## src/rtl/dpu_requant_pkg.sv

```systemverilog
// dpu_requant_pkg
// Shared widths, constants and per-stage payload types for the INT8
// requantization datapath (requant_int8) and its helpers.
//   ACC_W / SCALE_W / SHIFT_W : accumulator, scale and shift widths
//   LEAKY_MUL / LEAKY_SHIFT   : LeakyReLU slope 13/128
//   INT8_MIN / INT8_MAX       : output clamp limits
package dpu_requant_pkg;

  localparam int ACC_W   = 32;
  localparam int SCALE_W = 16;
  localparam int SHIFT_W = 5;

  // Internal widths: the bias add is exact at ACC_W+1 bits, and the product
  // with a zero-extended unsigned scale is exact at SUM_W+SCALE_W+1 bits.
  localparam int SUM_W  = ACC_W + 1;
  localparam int PROD_W = SUM_W + SCALE_W + 1;
  // One guard bit for the rounding increment, four more for the x13 leaky
  // multiply.
  localparam int RND_W  = PROD_W + 1;
  localparam int LKY_W  = RND_W + 4;

  localparam int LEAKY_MUL   = 13;
  localparam int LEAKY_SHIFT = 7;

  localparam int INT8_MIN = -128;
  localparam int INT8_MAX = 127;

  // Payload held after the bias add; scale still to be applied.
  typedef struct packed {
    logic signed [SUM_W-1:0]   value;
    logic        [SCALE_W-1:0] scale;
    logic        [SHIFT_W-1:0] shift;
    logic                      leaky_en;
  } s1_payload_t;

  // Payload held after the scale multiply.
  typedef struct packed {
    logic signed [PROD_W-1:0]  value;
    logic        [SHIFT_W-1:0] shift;
    logic                      leaky_en;
  } s2_payload_t;

endpackage

```

## src/rtl/sat_clamp_int8.sv

```systemverilog
// sat_clamp_int8
// Combinational saturation of a wide signed value to INT8.
//   din  : signed input, IN_W bits (IN_W >= 8)
//   dout : din clamped to [INT8_MIN, INT8_MAX]
//   sat  : 1 when the clamp changed the value
module sat_clamp_int8
  import dpu_requant_pkg::*;
#(
  parameter int IN_W = 16
) (
  input  logic signed [IN_W-1:0] din,
  output logic signed [7:0]      dout,
  output logic                   sat
);

  localparam logic signed [IN_W-1:0] MAX_V = IN_W'(INT8_MAX);
  localparam logic signed [IN_W-1:0] MIN_V = IN_W'(INT8_MIN);

  always_comb begin
    dout = din[7:0];
    sat  = 1'b0;
    if (din > MAX_V) begin
      dout = 8'h7F;
      sat  = 1'b1;
    end else if (din < MIN_V) begin
      dout = 8'h80;
      sat  = 1'b1;
    end
  end

endmodule

```

## src/rtl/requant_int8.sv

```systemverilog
// requant_int8
// Three-stage valid/ready requantization: INT32 accumulator -> INT8.
// Per element: (acc + bias) * scale, rounding arithmetic right shift,
// optional LeakyReLU (13/128), saturation to INT8.
//   clk, rst_n          : clock, synchronous active-low reset
//   in_valid / in_ready : upstream handshake
//   acc_in, bias        : signed accumulator and bias
//   scale, shift        : unsigned multiplier and right-shift amount
//   leaky_en            : apply LeakyReLU to this element
//   out_valid/out_ready : downstream handshake
//   out_data, sat       : INT8 result and clamp flag (registered)
module requant_int8
  import dpu_requant_pkg::*;
(
  input  logic                      clk,
  input  logic                      rst_n,
  input  logic                      in_valid,
  output logic                      in_ready,
  input  logic signed [ACC_W-1:0]   acc_in,
  input  logic signed [ACC_W-1:0]   bias,
  input  logic        [SCALE_W-1:0] scale,
  input  logic        [SHIFT_W-1:0] shift,
  input  logic                      leaky_en,
  output logic                      out_valid,
  input  logic                      out_ready,
  output logic signed [7:0]         out_data,
  output logic                      sat
);

  // Round half up toward +inf, then arithmetic shift right.
  function automatic logic signed [RND_W-1:0] round_shift(
    input logic signed [PROD_W-1:0]  prod,
    input logic        [SHIFT_W-1:0] sh
  );
    logic signed [RND_W-1:0] ext;
    logic signed [RND_W-1:0] half;
    logic signed [RND_W-1:0] res;
    ext = RND_W'(prod);
    if (sh == '0) begin
      res = ext;
    end else begin
      half = RND_W'(1) << (sh - SHIFT_W'(1));
      res  = (ext + half) >>> sh;
    end
    return res;
  endfunction

  // Negative values scaled by 13/128 with rounding; others pass through.
  function automatic logic signed [LKY_W-1:0] leaky_relu(
    input logic signed [RND_W-1:0] r,
    input logic                    en
  );
    logic signed [LKY_W-1:0] w;
    w = LKY_W'(r);
    if (en && (r < 0)) begin
      w = (w * LKY_W'(LEAKY_MUL) + LKY_W'(1 <<< (LEAKY_SHIFT - 1))) >>> LEAKY_SHIFT;
    end
    return w;
  endfunction

  logic        adv;
  logic        take;

  s1_payload_t pay_p1_d, pay_p1_q;
  s2_payload_t pay_p2_d, pay_p2_q;
  logic        vld_p1_d, vld_p1_q;
  logic        vld_p2_d, vld_p2_q;
  logic        vld_p3_d, vld_p3_q;
  logic signed [7:0] out_data_d, out_data_q;
  logic        sat_d, sat_q;

  logic signed [RND_W-1:0] rnd_p2;
  logic signed [LKY_W-1:0] lky_p2;
  logic signed [7:0]       clamp_p2;
  logic                    clamp_sat_p2;

  assign rnd_p2 = round_shift(pay_p2_q.value, pay_p2_q.shift);
  assign lky_p2 = leaky_relu(rnd_p2, pay_p2_q.leaky_en);

  sat_clamp_int8 #(
    .IN_W (LKY_W)
  ) u_clamp (
    .din  (lky_p2),
    .dout (clamp_p2),
    .sat  (clamp_sat_p2)
  );

  always_comb begin
    // Whole pipeline moves as one; bubbles are not collapsed.
    adv      = !vld_p3_q || out_ready;
    in_ready = rst_n && adv;
    take     = in_valid && in_ready;

    pay_p1_d   = pay_p1_q;
    pay_p2_d   = pay_p2_q;
    vld_p1_d   = vld_p1_q;
    vld_p2_d   = vld_p2_q;
    vld_p3_d   = vld_p3_q;
    out_data_d = out_data_q;
    sat_d      = sat_q;

    if (adv) begin
      // ---- stage 1: bias add ----
      vld_p1_d          = take;
      pay_p1_d.value    = SUM_W'(acc_in) + SUM_W'(bias);
      pay_p1_d.scale    = scale;
      pay_p1_d.shift    = shift;
      pay_p1_d.leaky_en = leaky_en;

      // ---- stage 2: scale multiply ----
      vld_p2_d          = vld_p1_q;
      pay_p2_d.value    = PROD_W'($signed(pay_p1_q.value)) *
                          PROD_W'($signed({1'b0, pay_p1_q.scale}));
      pay_p2_d.shift    = pay_p1_q.shift;
      pay_p2_d.leaky_en = pay_p1_q.leaky_en;

      // ---- stage 3: round, leaky, clamp ----
      vld_p3_d = vld_p2_q;
      // Result registers only load real elements, so they stay at their
      // last (or reset) value across bubbles.
      if (vld_p2_q) begin
        out_data_d = clamp_p2;
        sat_d      = clamp_sat_p2;
      end
    end
  end

  always_ff @(posedge clk) begin
    if (!rst_n) begin
      vld_p1_q   <= 1'b0;
      vld_p2_q   <= 1'b0;
      vld_p3_q   <= 1'b0;
      out_data_q <= '0;
      sat_q      <= 1'b0;
    end else begin
      vld_p1_q   <= vld_p1_d;
      vld_p2_q   <= vld_p2_d;
      vld_p3_q   <= vld_p3_d;
      out_data_q <= out_data_d;
      sat_q      <= sat_d;
    end
  end

  always_ff @(posedge clk) begin
    pay_p1_q <= pay_p1_d;
    pay_p2_q <= pay_p2_d;
  end

  assign out_valid = vld_p3_q;
  assign out_data  = out_data_q;
  assign sat       = sat_q;

endmodule

```

## config.mk

```make
export PLATFORM = sky130hd
export DESIGN_NAME = requant_int8
export DESIGN_NICKNAME = d
export VERILOG_FILES = /design/src/rtl/dpu_requant_pkg.sv /design/src/rtl/sat_clamp_int8.sv /design/src/rtl/requant_int8.sv
export SDC_FILE = /design/constraint.sdc
export NUM_CORES = 2
export LEC_CHECK = 0
export BUFFER_PORTS_ARGS = -buffer_cell sky130_fd_sc_hd__buf_2
export CORE_MARGIN = 4
export CORE_UTILIZATION = 50
export CTS_CLUSTER_SIZE = 8
export DETAILED_ROUTE_END_ITERATION = 12
export PLACE_DENSITY = 0.72
export SLEW_MARGIN = 20
export SYNTH_ARGS = -nofsm -noshare
export SYNTH_HDL_FRONTEND = slang
export SYNTH_SLANG_ARGS = --single-unit
```

## constraint.sdc

```tcl
create_clock -name clk -period 14.8 [get_ports clk]
set_clock_uncertainty 0.1 [all_clocks]
set_input_delay 0.74 -clock clk [delete_from_list [all_inputs] [get_ports clk]]
set_output_delay 0.74 -clock clk [all_outputs]
set_load 0.03 [all_outputs]
```

## After elaboration in Yosys (flattened, before gate mapping)

Cells that the tools add are included.
Widths: inputs -> output; s select.

- Reduce and logical (&&, ||, !) cells: 7
- Shift operators: 2
- Magnitude comparators: 3
- Multiply operators: 2
- Muxes and demuxes: 6
- Add/subtract/negate cells: 4

Operators with widths:

| operator | number |
|---|---|
| $add 55x8->55 const B | 1 |
| $gt 55x8->1 const B | 1 |
| $lt 55x8->1 const B | 1 |
| $mul 51x5->55 const B | 1 |
| $mux 55 | 1 |
| $add 50x51->51 | 1 |
| $lt 51x1->1 const B | 1 |
| $mux 51 | 1 |
| $shl 1x5->51 const A | 1 |
| $sshr 51x5->51 | 1 |
| $mul 33x17->50 | 1 |
| $add 32x32->33 | 1 |
| $mux 8 | 2 |
| $logic_not 5->1 | 1 |
| $sub 5x1->5 const B | 1 |
| $logic_and 1x1->1 | 3 |
| $mux 1 | 2 |
| $reduce_and 2->1 | 1 |
| $logic_not 1->1 | 1 |
| $logic_or 1x1->1 | 1 |

- Bits in registers: 123
- Logic and storage cells: 36
- Input bits: 90

## Depth between registers and ports, before layout

- Depth after elaboration: 11
- Mapped depth: 55
- Depth with buffers taken out: 47

## By module

From an unflattened synthesis, not the netlist that was laid out.

- Cell total of the unflattened synthesis: 4302
- Area total of the unflattened synthesis: 36072.1 um2

Modules (own cells, without submodules):

| module | instances | cells an instance | area each (um2) | sequential area each (um2) |
|---|---|---|---|---|
| requant_int8 | 1 | 4252 | 35751.8 | 3573.4 |
| sat_clamp_int8 | 1 | 50 | 320.3 | 0.0 |

## Worst setup path after synthesis

No wires, ideal clock.

- Path kind: flip-flop to flip-flop
- From: register pay_p2_q[5] (netlist bit)
- To: register out_data_q[3] (netlist: out_data[3])
- Stages on the path, launching flop included: 55
- Data arrival time: 11242 ps
- Slack: 3388 ps
- Data required time: 14630 ps
- Setup time: 70 ps
- Period minus slack after synthesis: 11412 ps
- Path buffers: 11
- Cell sequence: edfxtp_1 clkbuf_1 clkbuf_1 clkbuf_1 clkbuf_1 buf_1 buf_1 clkbuf_1 xnor2_1 nor3_1 ha_1 clkbuf_1 a21oi_1 o21bai_2 a31oi_1 o21ai_1 and3b_1 clkbuf_1 [... 19 more ...] a21oi_1 nor2_1 nor2_1 nor2_1 o21a_1 o21ai_0 or4b_2 a31oi_1 xor2_1 a211oi_1 nand4_1 or4_1 nor4_1 and4_1 a21bo_1 buf_6 o211ai_2 a21oi_1

- Cells in the longest elaborated chain, start to end: 11
- Elaborated cells between the ends (all ways): 15
- Those cells by class: add/sub: 3; mul: 1; order compare: 3; shift: 2; mux: 4; reduce/logical: 2

Ends and longest elaborated chain:

| element | line | text |
|---|---|---|
| start: declaration | requant_int8.sv:65 | `s2_payload_t pay_p2_d, pay_p2_q;` |
| start signal: assignment | requant_int8.sv:146 | `pay_p2_q <= pay_p2_d;` |
| $sub 5x1->5 | requant_int8.sv:42 | `half = RND_W'(1) << (sh - SHIFT_W'(1));` |
| $shl 1x5->51 | requant_int8.sv:42 |  |
| $add 50x51->51 | requant_int8.sv:43 | `res = (ext + half) >>> sh;` |
| $sshr 51x5->51 | requant_int8.sv:43 |  |
| $mux 51 * | requant_int8.sv:39 | `if (sh == '0) begin` |
| $mul 51x5->55 or $lt 51x1->1 (tied branches) | requant_int8.sv:56, requant_int8.sv:55 |  |
| $add 55x8->55 or $logic_and 1x1->1 (tied branches) | requant_int8.sv:56, requant_int8.sv:55 |  |
| $mux 55 * | requant_int8.sv:55 | `if (en && (r < 0)) begin` |
| $lt 55x8->1 | sat_clamp_int8.sv:25 | `end else if (din < MIN_V) begin` |
| $mux 8 | sat_clamp_int8.sv:25 |  |
| $mux 8 * | sat_clamp_int8.sv:22 | `if (din > MAX_V) begin` |
| end signal: assignment | requant_int8.sv:139 | `out_data_q <= out_data_d;` |
| end: declaration | requant_int8.sv:69 | `logic signed [7:0] out_data_d, out_data_q;` |

Mark *: on every way between the ends. The rest lies on a longest branch, timed or not.
A chain may end at the register's enable or synchronous reset.

## Worst setup path in the final report

- From: register pay_p2_q[2] (netlist bit)
- To: register out_data_q[3] (netlist: out_data[3])

The elaborated chain is that of the path after synthesis.

==> results.md <==
- The y dimension of the die is 282 um.
- The remaining routing DRC violations is 0.
- The count of placed standard cells including taps is 5,364.
- The total count of max-transition violations in the final report is 0.
- Setup violations remaining at the end of the flow were counted as 0.
- For hold timing, the worst endpoint is pay_p2_q[3].
- The total wirelength of the detailed-routed design is 109,000 um.
- The type of destination of the critical path is a flip-flop.
- The overall die width is 282 um.
- In the synthesized netlist the dominant register cell turns out to be sky130_fd_sc_hd__edfxtp_1.
- The clock reaches the later pin of the worst-skew pair after 0.48 ns.
- The clock sink count is 123.
- The data arrival time of the worst path is 13.17 ns.
- The number of nets handed over by synthesis was 5,438.
- The per-instance average area after synthesis is 8.40 sq um.
- The count of warnings emitted by yosys is 0.
- The wire length of the first global-routing pass is 176,000 um.
- The number of clock buffers added by TritonCTS is 17.
- After synthesis the cells add up to 37,500 sq um.
- Before antenna repair, the detailed router went through 6 iterations.
- The die covers 79,500 sq um.
- The cell count after synthesis came out at 4,465.
- The routed length per placed instance is 20.3 um.
- The most prevalent standard cell on the critical path is sky130_fd_sc_hd__o21ai_0.
- Across every metal layer, demand over resource in global routing totals 0.279.
- The library cell used as clock root buffer is sky130_fd_sc_hd__clkbuf_16.
- In this run the most critical hold path is launched from pay_p1_q[3].
- For flop-to-flop paths, the worst setup slack is 1.95 ns.
- The most frequent standard cell in the layout excluding fill and tap cells is sky130_fd_sc_hd__inv_1.
- The number of global-route vias before repair is 32,600.
- The number of DRC markers after the initial detailed-route iteration is 2,885.
- The hold violation count in the final report is 0.
- TritonCTS built the clock tree.
- The number of hold buffers added after cts is 0.
- The number of synthesized flops with an enable pin is 111.
- The remaining global-route overflow is 0.
- The largest single stage delay on the critical path is 0.81 ns.
- 101 I/O pins were placed.
- STA classifies the critical path startpoint as a flip-flop.
- Once layout is complete, the utilization of the core stands at 0.528.
- The synthesized netlist contains 110 unique library cells.
- The count of input and output buffers is 100.
- At the worst endpoint, the required time is 15.12 ns.
- The library cells used most frequently in the layout, excluding fill and tap cells, are sky130_fd_sc_hd__inv_1 (725), sky130_fd_sc_hd__nand2_1 (572), sky130_fd_sc_hd__fa_1 (543).
- Setup total negative slack on the finished layout was measured at 0 ns.
- Compared with the post-synthesis result, the final layout area differs by 4.86%.
- The worst hold path was traced through 0 stages.
- The final critical path time including I/O delays and setup is 12.85 ns.
- Headroom to the max-slew limit came out at 0.250.
- The fraction of final layout cells sized beyond drive strength 1 is 0.0614.
- In this run, post-CTS repair resized a total of 0 instances.
- The run finished with clean final reports.
- After synthesis the netlist holds a flip-flop and latch count of 123.
- The fraction of the cycle the final worst path needs is 0.868.
- For this run, the number of standard cells in the final layout without fillers is 5,396.
- Of all nets on the critical path, the largest fanout is 54.
- The terminus of the critical flop-to-flop path is out_data[3].
- The layout net count is 5,387.
- The starting density of the core is 0.504.
- The cell count of the worst reg-to-reg path is 43.
- Detailed routing inserted a total of 32,300 vias.
- The core box area is 74,400 sq um.
- The maximum number of pins on one net before global-route repair is 61.
- The deepest clock path buffer count is 2.
- Among all stages on the critical path, the largest delay is contributed by sky130_fd_sc_hd__nor4b_1.
- Static timing analysis puts the maximum clock frequency at 77.8 MHz.
- The category of the critical setup timing path is flip-flop to flip-flop.
- In this run the remaining antenna-violating nets after routing total 0.
- The half-perimeter wire length after detailed placement is 90,200 um.
- The initialized floorplan defines 100 standard-cell rows.
- At the end of routability-driven placement, the weighted congestion stood at 1.00.
- Setup repair after global routing left no endpoint under its margin.
- For this run, the register share of the synthesized area comes to 0.0953.
- The initial antenna violation count came to 1.
- The share of synthesized registers carrying an async set or reset is 0.
- The reg-to-reg critical path startpoint is pay_p2_q[2].
- Across the run, the number of max-cap violations was 0.
- Clock-pin slew was measured on the worst setup and hold paths at 0.07 ns.
- The transition time at the pin with the least slew margin is 1.13 ns.
- The number of antenna diodes in the final layout is 0.
- The H-tree was split into 4 levels.
- Buffers added to address setup during post-CTS repair amount to 0.
- After detailed routing, the number of vias per cell comes to 5.99.
- In this run the worst hold path is classified as flip-flop to flip-flop.
==> synthesized netlist by cell type, drive strengths merged, types with 41 or more instances <==
| cell type | n | area, sq um |
|---|---|---|
| a211oi | 62 | 470 |
| a21o | 85 | 638 |
| a21oi | 209 | 1050 |
| a31oi | 41 | 263 |
| and2 | 234 | 1470 |
| and3 | 41 | 257 |
| clkbuf | 175 | 658 |
| edfxtp | 111 | 3330 |
| fa | 543 | 10900 |
| ha | 340 | 4250 |
| inv | 729 | 2740 |
| mux2i | 44 | 440 |
| nand2 | 573 | 2150 |
| nand3 | 65 | 325 |
| nor2 | 237 | 890 |
| nor3 | 67 | 340 |
| o21a | 43 | 324 |
| o21ai | 157 | 793 |
| xnor2 | 87 | 762 |
| xor2 | 46 | 403 |
==> worst max-delay path by stage <==
| stage | startpoint | endpoint | depth (start not counted) |
|---|---|---|---|
| after detailed placement | pay_p2_q[2] | out_data[3] | 43 |
| after floorplan | pay_p2_q[5] | out_data[3] | 54 |
| after global placement | pay_p2_q[2] | out_data[3] | 43 |
| after CTS | pay_p2_q[2] | out_data[3] | 43 |
| after global routing | pay_p2_q[2] | out_data[3] | 44 |
| final | pay_p2_q[2] | out_data[3] | 43 |
==> per-stage QoR <==
step	worst slack (ns)	hold WS, ns	area [sq um]
3_5_place_dp	2.36	0.309	38800
5_1_grt	1.34	0.303	39300
2_1_floorplan	3.39	0.300	37500
3_3_place_gp	2.43	0.303	38700
4_1_cts	2.27	0.289	39300
6_report	1.95	0.323	39300
==> worst max-delay path: cells and delay by family, from the launching register on <==
family | cells | cell delay [ns]
compound gates | 19 | 4.43
xor+xnor | 2 | 0.30
fa+ha+maj | 5 | 2.02
buf+inv | 4 | 1.46
flops | 1 | 0.32
simple gates | 13 | 4.11
==> sequential cells by signal, summed over array words and instances, names as in the netlist <==
register	cells
out_data	8
vld_p2_q	1
pay_p2_q	56
sat	1
pay_p1_q	55
vld_p1_q	1
out_valid	1
==> logic make-up (layout without fill, tap and decap cells) <==
group                    count (synthesis)  count (layout)  synth area share
multiplexers                            83              83            0.0306
buffers and inverters                  945             907            0.0953
XOR/XNOR                               133             133            0.0310
adder cells (fa/ha/maj)                883             883             0.403
AO/OA/AOI/OAI                          898             898             0.166
flip-flops                             123             123            0.0953
AND/OR/NAND/NOR                       1400            1400             0.179
==> final cells by class <==
type                       count  area, sq um
fill                        6954        35100
inverter                     730         2740
tap                          969         1210
clock buffer                  18          429
multi-input combinational   3397        30400
timing repair buffer         145          846
clock inverter                14          149
sequential                   123         3570
==> per-layer routing <==
| layer | wire, um | share of wire | track usage | vias to the layer above |
|---|---|---|---|---|
| met1 | 47400 | 0.43 | 0.382 | 15900 |
| met4 | 4120 | 0.038 | 0.101 | 2 |
| li1 | - | - | - | 14800 |
| met3 | 7970 | 0.073 | 0.0440 | 242 |
| met5 | 10 | 0.000091 | 0 | - |
| met2 | 49900 | 0.46 | 0.450 | 1383 |
Power is not shown: default switching activity piles up to over one toggle a cycle in this logic, so the estimate is an artifact.
